$ cat src/rtl/floppy_pkg.sv
// Shared definitions for the floppy drive sequencer and the track encoder:
// drive state encoding, geometry constants and the speed-zone lookup.
package floppy_pkg;

    typedef enum logic [2:0] {
        ST_OFF,
        ST_SPINUP,
        ST_RUN,
        ST_STEP,
        ST_SETTLE
    } drive_state_e;

    localparam int unsigned SECTOR_BYTES = 782;
    localparam int unsigned MAX_TRACK    = 79;

    // Sectors per track for the speed zone given by track[6:4].
    function automatic logic [3:0] spt_for_zone(input logic [2:0] zone);
        case (zone)
            3'd0:    return 4'd12;
            3'd1:    return 4'd11;
            3'd2:    return 4'd10;
            3'd3:    return 4'd9;
            default: return 4'd8;
        endcase
    endfunction

endpackage

$ cat src/rtl/floppy_byte_pacer.sv
// Byte-rate divider and revolution position counter; produces the byte tick
// and the once-per-revolution index pulse.
module floppy_byte_pacer
    import floppy_pkg::*;
#(
    parameter int unsigned CLK_PER_BYTE = 16,
    parameter int unsigned SECTOR_BYTES = floppy_pkg::SECTOR_BYTES
) (
    input  logic       clk,
    input  logic       rst_n,
    input  logic       run,
    input  logic [2:0] zone,
    output logic       tick,
    output logic       index
);

    localparam int unsigned DIV_W = $clog2(CLK_PER_BYTE);

    logic [DIV_W-1:0] div_q, div_d;
    logic [13:0]      rev_q, rev_d;
    logic [13:0]      rev_last;

    assign tick     = (div_q == DIV_W'(CLK_PER_BYTE - 1));
    assign rev_last = 14'(int'(spt_for_zone(zone)) * SECTOR_BYTES - 1);
    assign index    = tick && run && (rev_q == '0);

    // Held at zero outside RUN; an encoder reset pulse for a side change
    // leaves the revolution position untouched.
    always_comb begin
        div_d = tick ? '0 : div_q + DIV_W'(1);
        rev_d = rev_q;
        if (!run) begin
            rev_d = '0;
        end else if (tick) begin
            rev_d = (rev_q == rev_last) ? '0 : rev_q + 14'd1;
        end
    end

    always_ff @(posedge clk or negedge rst_n) begin
        if (!rst_n) begin
            div_q <= '0;
            rev_q <= '0;
        end else begin
            div_q <= div_d;
            rev_q <= rev_d;
        end
    end

endmodule

$ cat src/rtl/floppy_drive_sequencer.sv
// Per-drive sequencer: motor spin-up, head stepping with settle, track/side
// position, and encoder pacing/reset for one floppy drive.
module floppy_drive_sequencer
    import floppy_pkg::*;
#(
    parameter int unsigned CLK_PER_BYTE = 16,
    parameter int unsigned SPINUP_BYTES = 4096,
    parameter int unsigned SETTLE_BYTES = 600,
    parameter int unsigned SECTOR_BYTES = floppy_pkg::SECTOR_BYTES,
    parameter int unsigned MAX_TRACK    = floppy_pkg::MAX_TRACK
) (
    input  logic       clk,
    input  logic       rst_n,
    input  logic       inserted,
    input  logic       motor_req,
    input  logic       step_req,
    input  logic       step_dir,
    input  logic       side_sel,
    output logic       enc_ready,
    output logic       enc_rst,
    output logic [6:0] track,
    output logic       side,
    output logic       track0,
    output logic       busy,
    output logic       drive_ready,
    output logic       index
);

    localparam int unsigned CNT_MAX = (SPINUP_BYTES > SETTLE_BYTES) ? SPINUP_BYTES : SETTLE_BYTES;
    localparam int unsigned CNT_W   = (CNT_MAX > 1) ? $clog2(CNT_MAX) : 1;

    drive_state_e     state_q, state_d;
    logic [CNT_W-1:0] cnt_q, cnt_d;
    logic [6:0]       track_q, track_d;
    logic [1:0]       sync_q, sync_d;
    logic             side_q, side_d;
    logic             enc_rst_q, enc_rst_d;
    logic             track0_q, track0_d;
    logic             busy_q, busy_d;
    logic             drive_ready_q, drive_ready_d;

    logic       tick;
    logic       step_ok;
    logic       power_ok;
    logic [6:0] stepped_track;

    floppy_byte_pacer #(
        .CLK_PER_BYTE (CLK_PER_BYTE),
        .SECTOR_BYTES (SECTOR_BYTES)
    ) u_pacer (
        .clk   (clk),
        .rst_n (rst_n),
        .run   (state_q == ST_RUN),
        .zone  (track_q[6:4]),
        .tick  (tick),
        .index (index)
    );

    assign step_ok  = step_req && inserted;
    assign power_ok = inserted && motor_req;

    always_comb begin
        stepped_track = track_q;
        if (step_dir) begin
            if (track_q != '0) stepped_track = track_q - 7'd1;
        end else begin
            if (track_q != 7'(MAX_TRACK)) stepped_track = track_q + 7'd1;
        end
    end

    always_comb begin
        state_d = state_q;
        cnt_d   = cnt_q;
        track_d = track_q;
        sync_d  = {sync_q[0], 1'b1};
        side_d  = side_sel;

        if (state_q == ST_OFF) begin
            if (step_ok) track_d = stepped_track;
            if (power_ok && sync_q[1]) begin
                state_d = ST_SPINUP;
                cnt_d   = '0;
            end
        end else if (!power_ok) begin
            // Motor drop or eject wins over everything, but a coincident
            // step still moves the head as it would in OFF.
            state_d = ST_OFF;
            cnt_d   = '0;
            if (step_ok) track_d = stepped_track;
        end else if (state_q == ST_STEP) begin
            state_d = ST_SETTLE;
            cnt_d   = '0;
        end else if (step_ok) begin
            state_d = ST_STEP;
            track_d = stepped_track;
        end else if (tick && state_q == ST_SPINUP) begin
            if (cnt_q == CNT_W'(SPINUP_BYTES - 1)) begin
                state_d = ST_RUN;
                cnt_d   = '0;
            end else begin
                cnt_d = cnt_q + CNT_W'(1);
            end
        end else if (tick && state_q == ST_SETTLE) begin
            if (cnt_q == CNT_W'(SETTLE_BYTES - 1)) begin
                state_d = ST_RUN;
                cnt_d   = '0;
            end else begin
                cnt_d = cnt_q + CNT_W'(1);
            end
        end

        enc_rst_d     = (state_d != ST_RUN) || (state_q == ST_RUN && side_sel != side_q);
        busy_d        = (state_d == ST_STEP) || (state_d == ST_SETTLE);
        drive_ready_d = (state_d == ST_RUN);
        track0_d      = (track_d == '0);
    end

    always_ff @(posedge clk or negedge rst_n) begin
        if (!rst_n) begin
            state_q       <= ST_OFF;
            cnt_q         <= '0;
            track_q       <= '0;
            sync_q        <= '0;
            side_q        <= 1'b0;
            enc_rst_q     <= 1'b1;
            track0_q      <= 1'b1;
            busy_q        <= 1'b0;
            drive_ready_q <= 1'b0;
        end else begin
            state_q       <= state_d;
            cnt_q         <= cnt_d;
            track_q       <= track_d;
            sync_q        <= sync_d;
            side_q        <= side_d;
            enc_rst_q     <= enc_rst_d;
            track0_q      <= track0_d;
            busy_q        <= busy_d;
            drive_ready_q <= drive_ready_d;
        end
    end

    assign enc_ready   = tick && (state_q == ST_RUN);
    assign enc_rst     = enc_rst_q;
    assign track       = track_q;
    assign side        = side_q;
    assign track0      = track0_q;
    assign busy        = busy_q;
    assign drive_ready = drive_ready_q;

endmodule

$ cat config.mk
export PLATFORM = sky130hd
export DESIGN_NAME = floppy_drive_sequencer
export DESIGN_NICKNAME = d
export VERILOG_FILES = /design/src/rtl/floppy_pkg.sv /design/src/rtl/floppy_byte_pacer.sv /design/src/rtl/floppy_drive_sequencer.sv
export SDC_FILE = /design/constraint.sdc
export NUM_CORES = 1
export LEC_CHECK = 0
export ABC_AREA = 1
export ABC_CLOCK_PERIOD_IN_PS = 2800
export CAP_MARGIN = 20
export CORE_UTILIZATION = 37
export CTS_CLUSTER_DIAMETER = 200
export DETAILED_ROUTE_END_ITERATION = 8
export SLEW_MARGIN = 0
export SYNTH_ARGS = -nofsm -noshare
export SYNTH_HDL_FRONTEND = slang
export SYNTH_SLANG_ARGS = --single-unit
$ cat constraint.sdc
create_clock -name clk -period 2.8 [get_ports clk]
set_input_delay 0.7 -clock clk [delete_from_list [all_inputs] [get_ports clk]]
set_output_delay 0.7 -clock clk [all_outputs]
set_load 0.01 [all_outputs]
==> reports/metrics.yaml <==
status: "finished, violations left"
violations: "negative setup slack"
yosys_warnings: 0
n_fill_cell: 918
cap_violations: 0
ys_top_cells_by_area: "dfrtp_1 (32%), nand2_1 (14%), nand3_1 (8.8%)"
min_to: "sync_q[1]"
whs_ns: 0.362
overflow: 0
reg2reg_slack_ns: -0.06
layout_commonest_cell: "nand2_1"
gp_congestion: 0.888
row_count: 35
maxSlewViolCount: 0
drt_iter0_markers: 123
cts_hold_buf: 0
grtUsageTotal_pct: 18.3
timing.fmax_mhz: 350
antenna_found_initial: 0
async_reset_ff_share_pct: 100
die_w_microns: 99.5
route.detailed.drc: 0
synthMuxAreaShare_pct: 0
cts_inserted_buffers: 5
fin_crit_sh_pct: 102
ys_ff_latch: 47
timing.rr.start: "track[4]"
worstSetupPathType: "reg2reg"
synth_top_area_cell: "dfrtp_1"
h-tree-depth: 2
layout_common_cells: "nand2_1 (130), inv_1 (73), nand3_1 (47), nor2_1 (42), dfrtp_1 (42)"
vias_per_cell: 4.88
drt-total-wl_microns: 8480
synth_xor_area_share_pct: 5.48
die_area_sq_um: 9900
netlist_area_sq_um: 3520
first_global_vias: 3247
final_nets: 586
ios: 21
finalClockSkew_ns: 0.00878
drive_gt1_share_pct: 18.1
synth-edff-count: 0
die_h_microns: 99.5
synth_cell_types: 38
relSlewSlack_pct: 59.5
wl_per_cell_microns: 12.2
power_leakage_nw: 2.14
cp_max_fo: 6
cts_root_buffer: "clkbuf_8"
synth_ff_type: "dfrtp_1"
worstPathArrival_ns: 3.07
grt_start_max_net_pins: 25
tightestPinTransition_ns: 0.607
crit_path_start_kind: "flip-flop"
cellPowerDensity_nw_per_um2: 610
synth_top_family_by_area: "simple AND/OR/NAND/NOR gates"
syn2layout_area_growth_pct: 23.6
hp-class: "reg2reg"
synth_compound_area_share_pct: 6.58
r2r_cells: 15
clk_latency_ns: 0.32
synth_top_area_share_pct: 32.0
avgSynthCellArea_sq_um: 6.87
timing.rr.end: "u_pacer.rev_q[6]"
io_buffers: 20
rsz0062_at_grt: "true"
clkTransAtPathRegs_ns: 0.11
core_area_sq_um: 9240
numClockSinks: 47
utilization_pct: 47.0
syn-num-nets: 535
cts_tree: "yes"
vias: 3381
finalSetupViolCount: 12
syn_inst: 512
setup_tns_ns: -0.413
dp_worst_setup_slack_ns: -0.183
cp.required_ns: 3.01
finalCriticalPeriod_ns: 2.86
ir_drop_mv: 0.279
hold_depth: 0
firstDrtPassIters: 6
seq_area_frac_synth_pct: 33.5
clk_path_buf_depth: 2
initial_core_util_pct: 38.1
endpoint_kind: "flip-flop"
drtAntennaViolNets: 0
synthAdderAreaFrac_pct: 6.12
hold_viol_final: 0
hold_start: "sync_q[0]"
dp_hpwl_microns: 6380
grt_pass1_wl_microns: 14700
fin_ws_ns: -0.0568
synthSimpleGateAreaFrac_pct: 37.5
diodes: 0
[cell families after synthesis]
kind of cell               count (synthesis)
DFF                                       47
and+or+nand+nor                          291
AOI/OAI and AO/OA                         42
other                                      1
xor gates and xnor gates                  22
adders and majority gates                 16
buffers and inverters                     93
[layer usage]
layer / up-vias / part of all wire (%) / GRT usage (%)
met4: 0 / 1.4 / 4.98
met3: 12 / 2.9 / 2.11
met1: 1567 / 48 / 24.8
li1: 1740 / - / -
met2: 62 / 47 / 31.1
met5: - / 0 / 0
[Yosys cell counts (2+ instances only)]
cell type and number:
nand2_1 134, inv_1 76, nand3_1 62, dfrtp_1 45, nor2_1 45, xor2_1 22
o21ai_0 21, nor3_1 15, ha_1 14, nand4_1 13, a21oi_1 10, inv_2 5
nand2_2 5, nand3_2 4, clkbuf_1 3, nor2_2 3, nor2_4 3, o21ai_1 3
a31oi_1 2, buf_4 2, buf_6 2, clkbuf_2 2, clkinv_1 2, dfstp_2 2
fa_1 2, nor3_2 2, nor4_1 2
[worst max path at each step]
stage,slack (ns),cells past startpoint,end,startpoint
2_1_floorplan,-0.07,17,u_pacer.rev_q[8],track[5]
3_3_place_gp,-0.13,16,u_pacer.rev_q[11],track[5]
3_5_place_dp,-0.18,16,u_pacer.rev_q[11],track[5]
4_1_cts,-0.04,15,u_pacer.rev_q[11],track[6]
5_1_grt,-0.22,15,u_pacer.rev_q[11],track[6]
6_report,-0.06,15,u_pacer.rev_q[6],track[4]
[where the power goes]
| part | total (W) | switching (W) | internal [W] |
|---|---|---|---|
| Sequential | 0.000810 | 0.0000769 | 0.000733 |
| Clock | 0.000471 | 0.000281 | 0.000189 |
| Combinational | 0.00137 | 0.000793 | 0.000578 |
| Total | 0.00265 | 0.00115 | 0.00150 |
[sequential cells by signal, indices dropped and copies added (netlist names)]
signal	flops
busy	1
cnt_q	12
drive_ready	1
enc_rst	1
side	1
state_q	3
sync_q	2
track	7
track0	1
u_pacer.div_q	4
u_pacer.rev_q	14
[critical path: stages, from the launching register on]
cell and delay [ns]:
dfrtp_2 0.48, nand2_2 0.11, nand3_4 0.08, fa_1 0.51, ha_2 0.19, fa_1 0.41
nor2_1 0.09, nand2_1 0.09, inv_2 0.08, nand3_2 0.07, nand3_2 0.07, nand2_2 0.08
nor2_4 0.16, nand3_4 0.16, nand3_2 0.11, nand2_1 0.06
[timing repair]
action,4_1_cts,5_1_grt
setup buffers,3,2
pin swaps,8,7
gates cloned,1,0
setup endpoints to repair,15,14
resized for setup,35,3
[through the flow]
stage	area, sq um	power (W)	cells
2_1_floorplan	3540	0.00157	512
3_3_place_gp	4050	0.00197	679
3_5_place_dp	4050	0.00199	679
4_1_cts	4320	0.00265	691
5_1_grt	4350	0.00287	693
6_report	4350	0.00265	693
[final cells by class]
cell class                      instances  area, sq um  area share (%)
Inverter                               83          317            7.28
Sequential cell                        47         1180            27.2
Multi-Input combinational cell        373         2130            49.0
Clock buffer                            5         68.8            1.58
Clock inverter                          3         28.8           0.662
Timing Repair Buffer                   53          458            10.5
Tap cell                              129          161            3.71
Power figures use the tool's default switching activity.
